==> src/rtl/zxnet_bus_pkg.sv <==
// Shared types and defaults for the Z80-to-peripheral bus strobe sequencer.
package zxnet_bus_pkg;

    localparam int PH_W             = 4;
    localparam int SETUP_CYCLES_DEF = 1;
    localparam int STB_CYCLES_DEF   = 4;
    localparam int HOLD_CYCLES_DEF  = 1;

    typedef enum logic [2:0] {
        ST_IDLE     = 3'd0,
        ST_SETUP    = 3'd1,
        ST_STROBE   = 3'd2,
        ST_HOLD     = 3'd3,
        ST_WAIT_END = 3'd4
    } state_e;

endpackage

==> src/rtl/bus_strobe_seq_sync_2ff.sv <==
// Single-bit two-flop synchronizer; both stages reset to 1 (inactive strobe level).
module sync_2ff (
    input  logic clk,
    input  logic rst_n,
    input  logic d,
    output logic q
);

    logic meta_q, meta_d;
    logic sync_q, sync_d;

    always_comb begin
        meta_d = d;
        sync_d = meta_q;
    end

    always_ff @(posedge clk) begin
        if (!rst_n) begin
            meta_q <= 1'b1;
            sync_q <= 1'b1;
        end else begin
            meta_q <= meta_d;
            sync_q <= sync_d;
        end
    end

    assign q = sync_q;

endmodule

==> src/rtl/bus_strobe_seq.sv <==
// Turns one raw Z80 read/write strobe into one timed peripheral strobe (setup/strobe/hold).
// Optional macro ZXNET_RDLATCH_EN adds a read-data latch driving zd_out until zrd_n rises.
module bus_strobe_seq
    import zxnet_bus_pkg::*;
#(
    parameter int SETUP_CYCLES = SETUP_CYCLES_DEF,
    parameter int STB_CYCLES   = STB_CYCLES_DEF,
    parameter int HOLD_CYCLES  = HOLD_CYCLES_DEF
) (
    input  logic       fclk,
    input  logic       rst_n,
    input  logic       zrd_n,
    input  logic       zwr_n,
    input  logic       acc_sel,
    input  logic [7:0] zd_in,
    output logic [7:0] zd_out,
    output logic       zd_oe,
    input  logic [7:0] bd_in,
    output logic [7:0] bd_out,
    output logic       bd_oe,
    output logic       brd_n,
    output logic       bwr_n,
    output logic       busy
);

    logic zrd_s, zwr_s, sel_s;

    sync_2ff u_sync_rd  (.clk(fclk), .rst_n(rst_n), .d(zrd_n),   .q(zrd_s));
    sync_2ff u_sync_wr  (.clk(fclk), .rst_n(rst_n), .d(zwr_n),   .q(zwr_s));
    sync_2ff u_sync_sel (.clk(fclk), .rst_n(rst_n), .d(acc_sel), .q(sel_s));

    state_e          state_q, state_d;
    logic [PH_W-1:0] ph_q, ph_d;
    logic            rnw_q, rnw_d;
    logic [7:0]      bd_out_q, bd_out_d;
    logic            bd_oe_q, bd_oe_d;
    logic            brd_n_q, brd_n_d;
    logic            bwr_n_q, bwr_n_d;
    logic            last_ph;
    logic            cpu_stb_s;

    assign last_ph   = (ph_q == '0);
    assign cpu_stb_s = rnw_q ? zrd_s : zwr_s;

    always_comb begin
        state_d  = state_q;
        rnw_d    = rnw_q;
        bd_out_d = bd_out_q;
        ph_d     = ph_q;
        // Counter saturates at zero; each state entry reloads it.
        if (ph_q != '0) begin
            ph_d = ph_q - 1'b1;
        end
        case (state_q)
            ST_IDLE: begin
                if (sel_s && (zrd_s ^ zwr_s)) begin
                    state_d = ST_SETUP;
                    rnw_d   = ~zrd_s;
                    ph_d    = PH_W'(SETUP_CYCLES - 1);
                    if (zrd_s) begin
                        bd_out_d = zd_in;
                    end
                end
            end
            ST_SETUP: begin
                if (last_ph) begin
                    state_d = ST_STROBE;
                    ph_d    = PH_W'(STB_CYCLES - 1);
                end
            end
            ST_STROBE: begin
                if (last_ph) begin
                    state_d = ST_HOLD;
                    ph_d    = PH_W'(HOLD_CYCLES - 1);
                end
            end
            ST_HOLD: begin
                if (last_ph) begin
                    state_d = ST_WAIT_END;
                    ph_d    = '0;
                end
            end
            ST_WAIT_END: begin
                if (cpu_stb_s) begin
                    state_d = ST_IDLE;
                end
            end
            default: state_d = ST_IDLE;
        endcase
        // Outputs are registered from the next state so they change on the entry edge.
        brd_n_d = ~((state_d == ST_STROBE) && rnw_d);
        bwr_n_d = ~((state_d == ST_STROBE) && !rnw_d);
        bd_oe_d = !rnw_d && (state_d inside {ST_SETUP, ST_STROBE, ST_HOLD});
    end

    always_ff @(posedge fclk) begin
        if (!rst_n) begin
            state_q  <= ST_IDLE;
            ph_q     <= '0;
            rnw_q    <= 1'b0;
            bd_out_q <= 8'h00;
            bd_oe_q  <= 1'b0;
            brd_n_q  <= 1'b1;
            bwr_n_q  <= 1'b1;
        end else begin
            state_q  <= state_d;
            ph_q     <= ph_d;
            rnw_q    <= rnw_d;
            bd_out_q <= bd_out_d;
            bd_oe_q  <= bd_oe_d;
            brd_n_q  <= brd_n_d;
            bwr_n_q  <= bwr_n_d;
        end
    end

    assign bd_out = bd_out_q;
    assign bd_oe  = bd_oe_q;
    assign brd_n  = brd_n_q;
    assign bwr_n  = bwr_n_q;
    assign busy   = (state_q != ST_IDLE);

`ifdef ZXNET_RDLATCH_EN
    logic       cap_d, cap_q;
    logic [7:0] rd_d, rd_q;
    logic       zd_oe_d, zd_oe_q;

    // Latch persists past the FSM; only the CPU ending its read drops the enable.
    always_comb begin
        cap_d   = (state_q == ST_STROBE) && last_ph && rnw_q;
        rd_d    = cap_d ? bd_in : rd_q;
        zd_oe_d = zrd_s ? 1'b0 : (cap_q ? 1'b1 : zd_oe_q);
    end

    always_ff @(posedge fclk) begin
        if (!rst_n) begin
            cap_q   <= 1'b0;
            rd_q    <= 8'h00;
            zd_oe_q <= 1'b0;
        end else begin
            cap_q   <= cap_d;
            rd_q    <= rd_d;
            zd_oe_q <= zd_oe_d;
        end
    end

    assign zd_out = rd_q;
    assign zd_oe  = zd_oe_q;
`else
    assign zd_out = bd_in;
    assign zd_oe  = (state_q == ST_STROBE) && rnw_q;
`endif

endmodule
==> config.mk <==
export PLATFORM = sky130hd
export DESIGN_NAME = bus_strobe_seq
export DESIGN_NICKNAME = d
export VERILOG_FILES = /design/src/rtl/zxnet_bus_pkg.sv /design/src/rtl/bus_strobe_seq_sync_2ff.sv /design/src/rtl/bus_strobe_seq.sv
export SDC_FILE = /design/constraint.sdc
export NUM_CORES = 1
export LEC_CHECK = 0
export BUFFER_PORTS_ARGS = -buffer_cell sky130_fd_sc_hd__buf_2
export CAP_MARGIN = 20
export CORE_MARGIN = 5
export CORE_UTILIZATION = 43
export CTS_CLUSTER_DIAMETER = 60
export CTS_CLUSTER_SIZE = 25
export DETAILED_ROUTE_END_ITERATION = 16
export PLACE_DENSITY = 0.74
export SLEW_MARGIN = 10
export SYNTH_ARGS = -nofsm -noshare
export SYNTH_HDL_FRONTEND = slang
export SYNTH_SLANG_ARGS = --single-unit
==> constraint.sdc <==
create_clock -name fclk -period 1.65 [get_ports fclk]
set_input_delay 0.0825 -clock fclk [delete_from_list [all_inputs] [get_ports fclk]]
set_output_delay 0.0825 -clock fclk [all_outputs]
set_load 0.01 [all_outputs]
# [Yosys cells after proc, flatten, opt, wreduce, memory -nomap -nowiden]
# Cells that the tools add are included.
[classes] add_sub_neg=1 n_eq_ne=7 mux=14 bitwise_logic=4 reduce_logical=13
[ops] cell="$mux W4" n=4
[ops] cell="$mux W3" n=5
[ops] cell="$pmux W3 S5" n=1
[ops] cell="$eq A3 B2 Y1 const B" n=4
[ops] cell="$pmux W4 S3" n=1
[ops] cell="$eq A3 B1 Y1 const B" n=2
[ops] cell="$reduce_bool A3 Y1" n=2
[ops] cell="$logic_and A1 B1 Y1" n=5
[ops] cell="$logic_not A4 Y1" n=1
[ops] cell="$reduce_bool A4 Y1" n=1
[ops] cell="$sub A4 B1 Y4 const B" n=1
[ops] cell="$eq A3 B3 Y1 const B" n=1
[ops] cell="$logic_not A3 Y1" n=1
[ops] cell="$mux W1" n=3
[ops] cell="$not A1 Y1" n=3
[ops] cell="$reduce_and A3 Y1" n=1
[ops] cell="$reduce_or A2 Y1" n=1
[ops] cell="$logic_not A1 Y1" n=1
[ops] cell="$xor A1 B1 Y1" n=1
[totals] reg_bits=25 input_bits=21 out_inout_bits=21 elab_cells=52

# [Depth between registers and ports, before layout]
[depth] depth_word=7 depth_mapped=9

# [By module]
# A second synthesis with hierarchy kept.
[hier_totals] hier_cells=126 hier_area_um2=1184.9
[modules_own_cells] module="bus_strobe_seq" instances=1 cells_each=114 area_per_inst_um2=1027.2 seq_area_each_um2=380.4
[modules_own_cells] module="sync_2ff" instances=3 cells_each=4 area_per_inst_um2=52.6 seq_area_each_um2=40.0

# [Worst setup path after synthesis]
# Ideal clock, no wire load.
[synth_path] path_kind="reg-to-reg" startpoint="reg ph_q[0]" endpoint="reg ph_q[0]" arrival_time_ns=1.558 required_ns=1.530 path_slack_ns=-0.027 path_stages_with_launch=9 synth_period_minus_slack_ns=1.677 path_cell_list="dfxtp_1 -> inv_1 -> ha_1 -> nor3b_2 -> inv_1 -> ha_1 -> a21oi_1 -> nor2_1 -> o31a_1"
[synth_between] elab_chain_len=4
[synth_lines] item="from (decl)" line="bus_strobe_seq.sv:33" source="logic [PH_W-1:0] ph_q, ph_d;"
[synth_lines] item="from (signal assigned)" line="bus_strobe_seq.sv:107" source="ph_q <= ph_d;"
[synth_lines] item="$sub A4 B1 Y4 or $reduce_bool A4 Y1 (tied branches)" line="bus_strobe_seq.sv:52, bus_strobe_seq.sv:51"
[synth_lines] item="$mux W4" line="bus_strobe_seq.sv:51" source="if (ph_q != '0) begin"
[synth_lines] item="$mux W4 (on tied branches)"
[synth_lines] item="$pmux W4 S3 *" line="bus_strobe_seq.sv:54" source="case (state_q)"
# Mark *: on every way between the ends. The rest lies on a longest branch, timed or not.
# A chain may end at the register's enable or synchronous reset.

# [Worst setup path after layout]
# Ends and elaborated chain as after synthesis.

==> qor_table.md <==
| Group | Metric | Value |
|:---|:---|:---|
| setup path | Startpoint type of the worst setup path | register |
| synth | Post-synthesis instance area | 1120 um^2 |
| synth | Synth top area share | 44.7% |
| layout | Commonest cells after routing, fill and taps aside | buf_2 (25), dfxtp_1 (22), nor2_1 (11) |
| place | Post-DP HPWL | 1.56 mm |
| place | Final weighted congestion in routability-driven placement | 0.808 |
| clocking | Number of buffers added by the clock tree synthesis step | 3 |
| global route | Number of global-route vias before repair | 876 |
| worst hold path | Hold Startpoint | zd_in[3] |
| timing | Final Cycle Share | 99.1% |
| setup path | Startpoint of the lowest-slack register-to-register path | ph_q[0] |
| layout | Most common cell after layout, fill and taps aside | buf_2 |
| drt | First-pass iteration count of the detailed router | 4 |
| timing | Worst-Margin Slew | 0.421 ns |
| worst hold path | Hold WC Path Type | in2reg |
| timing | Min Hold Slack | 0.00127 ns |
| drt | Vias per std cell | 4.94 |
| setup path | Required time reported for the critical path endpoint | 1.86 ns |
| synth | Number of distinct library cell variants in the gate-level netlist after synthesis | 32 |
| setup path | Max incr delay on CP | 0.35 ns |
| drt | Detailed Route WL | 2.10 mm |
| synth | Syn Inst Count | 117 |
| worst hold path | End of the worst hold path | bd_out[3] |
| setup path | Reg2reg path depth | 7 |
| floorplanning | Die height | 61.0 um |
| setup path | Master of the slowest instance on the critical path | dfxtp_2 |
| clocking | Clock input transition at the sequential cells of the worst setup and hold paths | 0.14 ns |
| clocking | CTS H-Tree Depth | 1 |
| setup path | Type of the worst setup path | reg2reg |
| setup path | End of the worst register-to-register path | ph_q[0] |
| outcome | Status | finished, final reports clean |
| synth | Mux cell area share after synthesis | 11.3% |
| timing | Peak clock frequency supported by timing | 612 MHz |
| floorplanning | Placeable Area | 2480 um^2 |
| drt | Remaining antenna violation count | 0 |
| layout | Number of nets at the end of the flow | 170 |
| timing | RSZ-0062 raised after global routing | true |
| synth | Yosys reg bits | 25 |
| timing | Max-slew violations | 0 |
| worst hold path | Depth of the worst hold-timing path | 3 |
| synth | Register area share after synthesis | 44.7% |
| floorplanning | Die W | 61.0 um |
| place | Number of buffers added on ports | 25 |
| synth | Syn Nets | 141 |
| drt | Vias | 865 |
| clocking | Cell at the root of the clock tree | clkbuf_4 |
| timing | Final hold violation count | 0 |
| setup path | Flop-to-flop setup slack | 0.02 ns |
| timing | Post-layout min period | 1.63 ns |
| global route | Antenna violations before repair | 0 |
| layout | Fraction of layout cells with a size suffix above 1 | 36.6% |
| global route | Pin count of the biggest net entering global routing | 16 |
| synth | Synthesis Warnings | 0 |
| global route | Overflow left after global routing | 0 |
| synth | Area share of fa/ha/maj cells after synthesis | 3.36% |
| setup path | Worst Setup End Kind | register |
| layout | Sequential cell area | 504 um^2 |
| synth | Complex-gate fraction of the synthesized area | 6.94% |
| flow run | Max-cap violations | 0 |
| synth | Largest cells by area after synthesis | dfxtp_1 (45%), mux2i_1 (8.9%), buf_4 (6.0%), nand2b_1 (3.9%), nor2_1 (3.7%) |
| synth | Average footprint of a synthesized cell | 9.56 um^2 |
| drt | Violation count after the first detailed-routing iteration | 20 |
| power and ir drop | Final Total Pwr | 0.00177 W |
| drt | DRC violation count after routing | 0 |
| timing | Setup clock skew after layout | 0.00752 ns |
| setup path | Crit-path cells | inv_2, ha_2, nor3b_4, inv_2, ha_2, nor4_2, o31a_1 |
| drt | Routed wire length per instance | 12.0 um |
| clocking | TritonCTS clock tree | yes |
| global route | Total global routing track utilization | 11.7% |
| timing | Rel. slew slack | 71.8% |
| layout | Number of antenna diodes | 0 |
| timing | Number of endpoints failing setup at the final stage | 0 |
| floorplanning | Initial core utilization | 45.2% |
| synth | Post-synthesis share of cell area spent on xor and xnor gates | 2.24% |
| layout | Area of combinational cells with multiple inputs | 543 um^2 |
| synth | Post-synthesis cell type with the largest combined area | dfxtp_1 |
| clocking | Clock buffer depth | 2 |
| power and ir drop | Ratio of total power to cell area | 1290 nW/um^2 |
| floorplanning | Cell Rows | 18 |
| layout | Fillers | 218 |
| clocking | Total number of clock tree sinks | 25 |
| setup path | Critical path arrival | 1.84 ns |
| floorplanning | I/O pins | 42 |
| power and ir drop | Largest vdd supply drop | 0.000713 V |
| synth | Dominant combinational cell family by area after synthesis | simple AND/OR/NAND/NOR gates |
| clocking | Clock insertion delay at the later pin of the skew report | 0.31 ns |
| floorplanning | Die area | 3720 um^2 |
| layout | P&R area growth vs syn | 22.6% |
| global route | Global-route wire length before repair | 3.43 mm |
| setup path | Worst-path maximum fanout | 4 |
| synth | Area share of and/or/nand/nor cells after synthesis | 21.6% |
| power and ir drop | Static leakage power | 0.642 nW |
==> power by group <==
part	switching (W)	internal [W]
combinational	0.000352	0.000387
sequential	0.0000709	0.000691
clock	0.000177	0.0000922
==> layer usage <==
metal	track usage [%]	wire length (um)	share of wire, %	vias to the layer above
li1	-	-	-	436
met1	14.2	887	42	407
met2	20.8	1080	51	20
met3	2.55	124	5.9	2
met4	3.41	10	0.48	0
met5	0	0	0	-
==> stage by stage <==
| step | TNS (ns) | worst slack, ns | util, % | instances | area [um^2] |
|---|---|---|---|---|---|
| 4_1_cts | 0 | 0.00390 | 54.4 | 175 | 1350 |
| 5_1_grt | -0.0590 | -0.0590 | 55.4 | 175 | 1370 |
| 3_5_place_dp | -0.0682 | -0.0682 | 49.8 | 163 | 1230 |
| 6_report | 0 | 0.0152 | 55.4 | 175 | 1370 |
| 3_3_place_gp | 0 | 0.0425 | 49.8 | 163 | 1230 |
| 2_1_floorplan | 0 | 0.0176 | - | 117 | 1120 |
==> cells in the mapped netlist <==
master	count
a211o_1	1
nor3b_2	1
o211a_1	1
dfxtp_1	25
ha_1	3
buf_4	9
a211oi_1	2
nor3_2	1
xor2_2	1
inv_1	7
nor2b_1	2
nand3_1	2
nor2_1	11
nor4_1	2
mux2i_1	10
nor3b_1	2
nand2_1	7
mux2_2	1
mux2_4	1
xnor2_1	1
nand3_2	1
a21oi_1	5
clkbuf_2	1
o31a_1	1
nand2b_1	7
and2_1	2
nand4_2	1
or3_1	1
nor3_1	2
clkbuf_1	3
o21ai_0	2
nor2_2	1
==> cells by family after synthesis <==
kind of cell,count (synthesis)
AO/OA/AOI/OAI,12
XOR/XNOR,2
adder cells (fa/ha/maj),3
buffers and inverters,20
flip-flops,25
multiplexers,12
AND/OR/NAND/NOR,43
==> sequential cells by signal (all words and copies together), names as in the netlist <==
name / count
bd_oe: 1
bd_out: 8
brd_n: 1
bwr_n: 1
ph_q: 4
rnw_q: 1
state_q: 3
u_sync_rd.meta_q: 1
u_sync_rd.q: 1
u_sync_sel.meta_q: 1
u_sync_sel.q: 1
u_sync_wr.meta_q: 1
u_sync_wr.q: 1
==> repair_timing <==
action                     in CTS  in global routing
pin swaps                       1                  1
hold buffers                    6                  0
resized for setup               5                  6
hold endpoints to repair        6                  0
setup endpoints to repair       1                 10
buffers inserted                2                  0
==> worst max-delay path by stage <==
stage / start / cells after the start / end / slack (ns)
after floorplan: ph_q[0] / 8 / ph_q[0] / 0.02
after global placement: ph_q[0] / 8 / ph_q[0] / 0.04
after detailed placement: ph_q[0] / 8 / ph_q[0] / -0.07
after CTS: ph_q[1] / 7 / ph_q[0] / 0.004
after global routing: ph_q[0] / 7 / ph_q[0] / -0.06
final: ph_q[0] / 7 / ph_q[0] / 0.02
==> critical path, delay by kind of cell, from the launching register on <==
kind                     cells  cell delay (ns)
AND/OR/NAND/NOR              2             0.28
flip-flops                   1             0.35
AO/OA/AOI/OAI                1             0.27
buffers and inverters        2             0.12
adder cells (fa/ha/maj)      2             0.51
==> area by class of cell <==
class                   count  area share, %
multi-input cells          72           39.6
inverters                   7           1.92
clock buffers               3           1.64
repair buffers             37           16.8
clock inverters             1          0.547
well taps                  30           2.74
flip-flops and latches     25           36.8
Power figures use the tool's default switching activity.
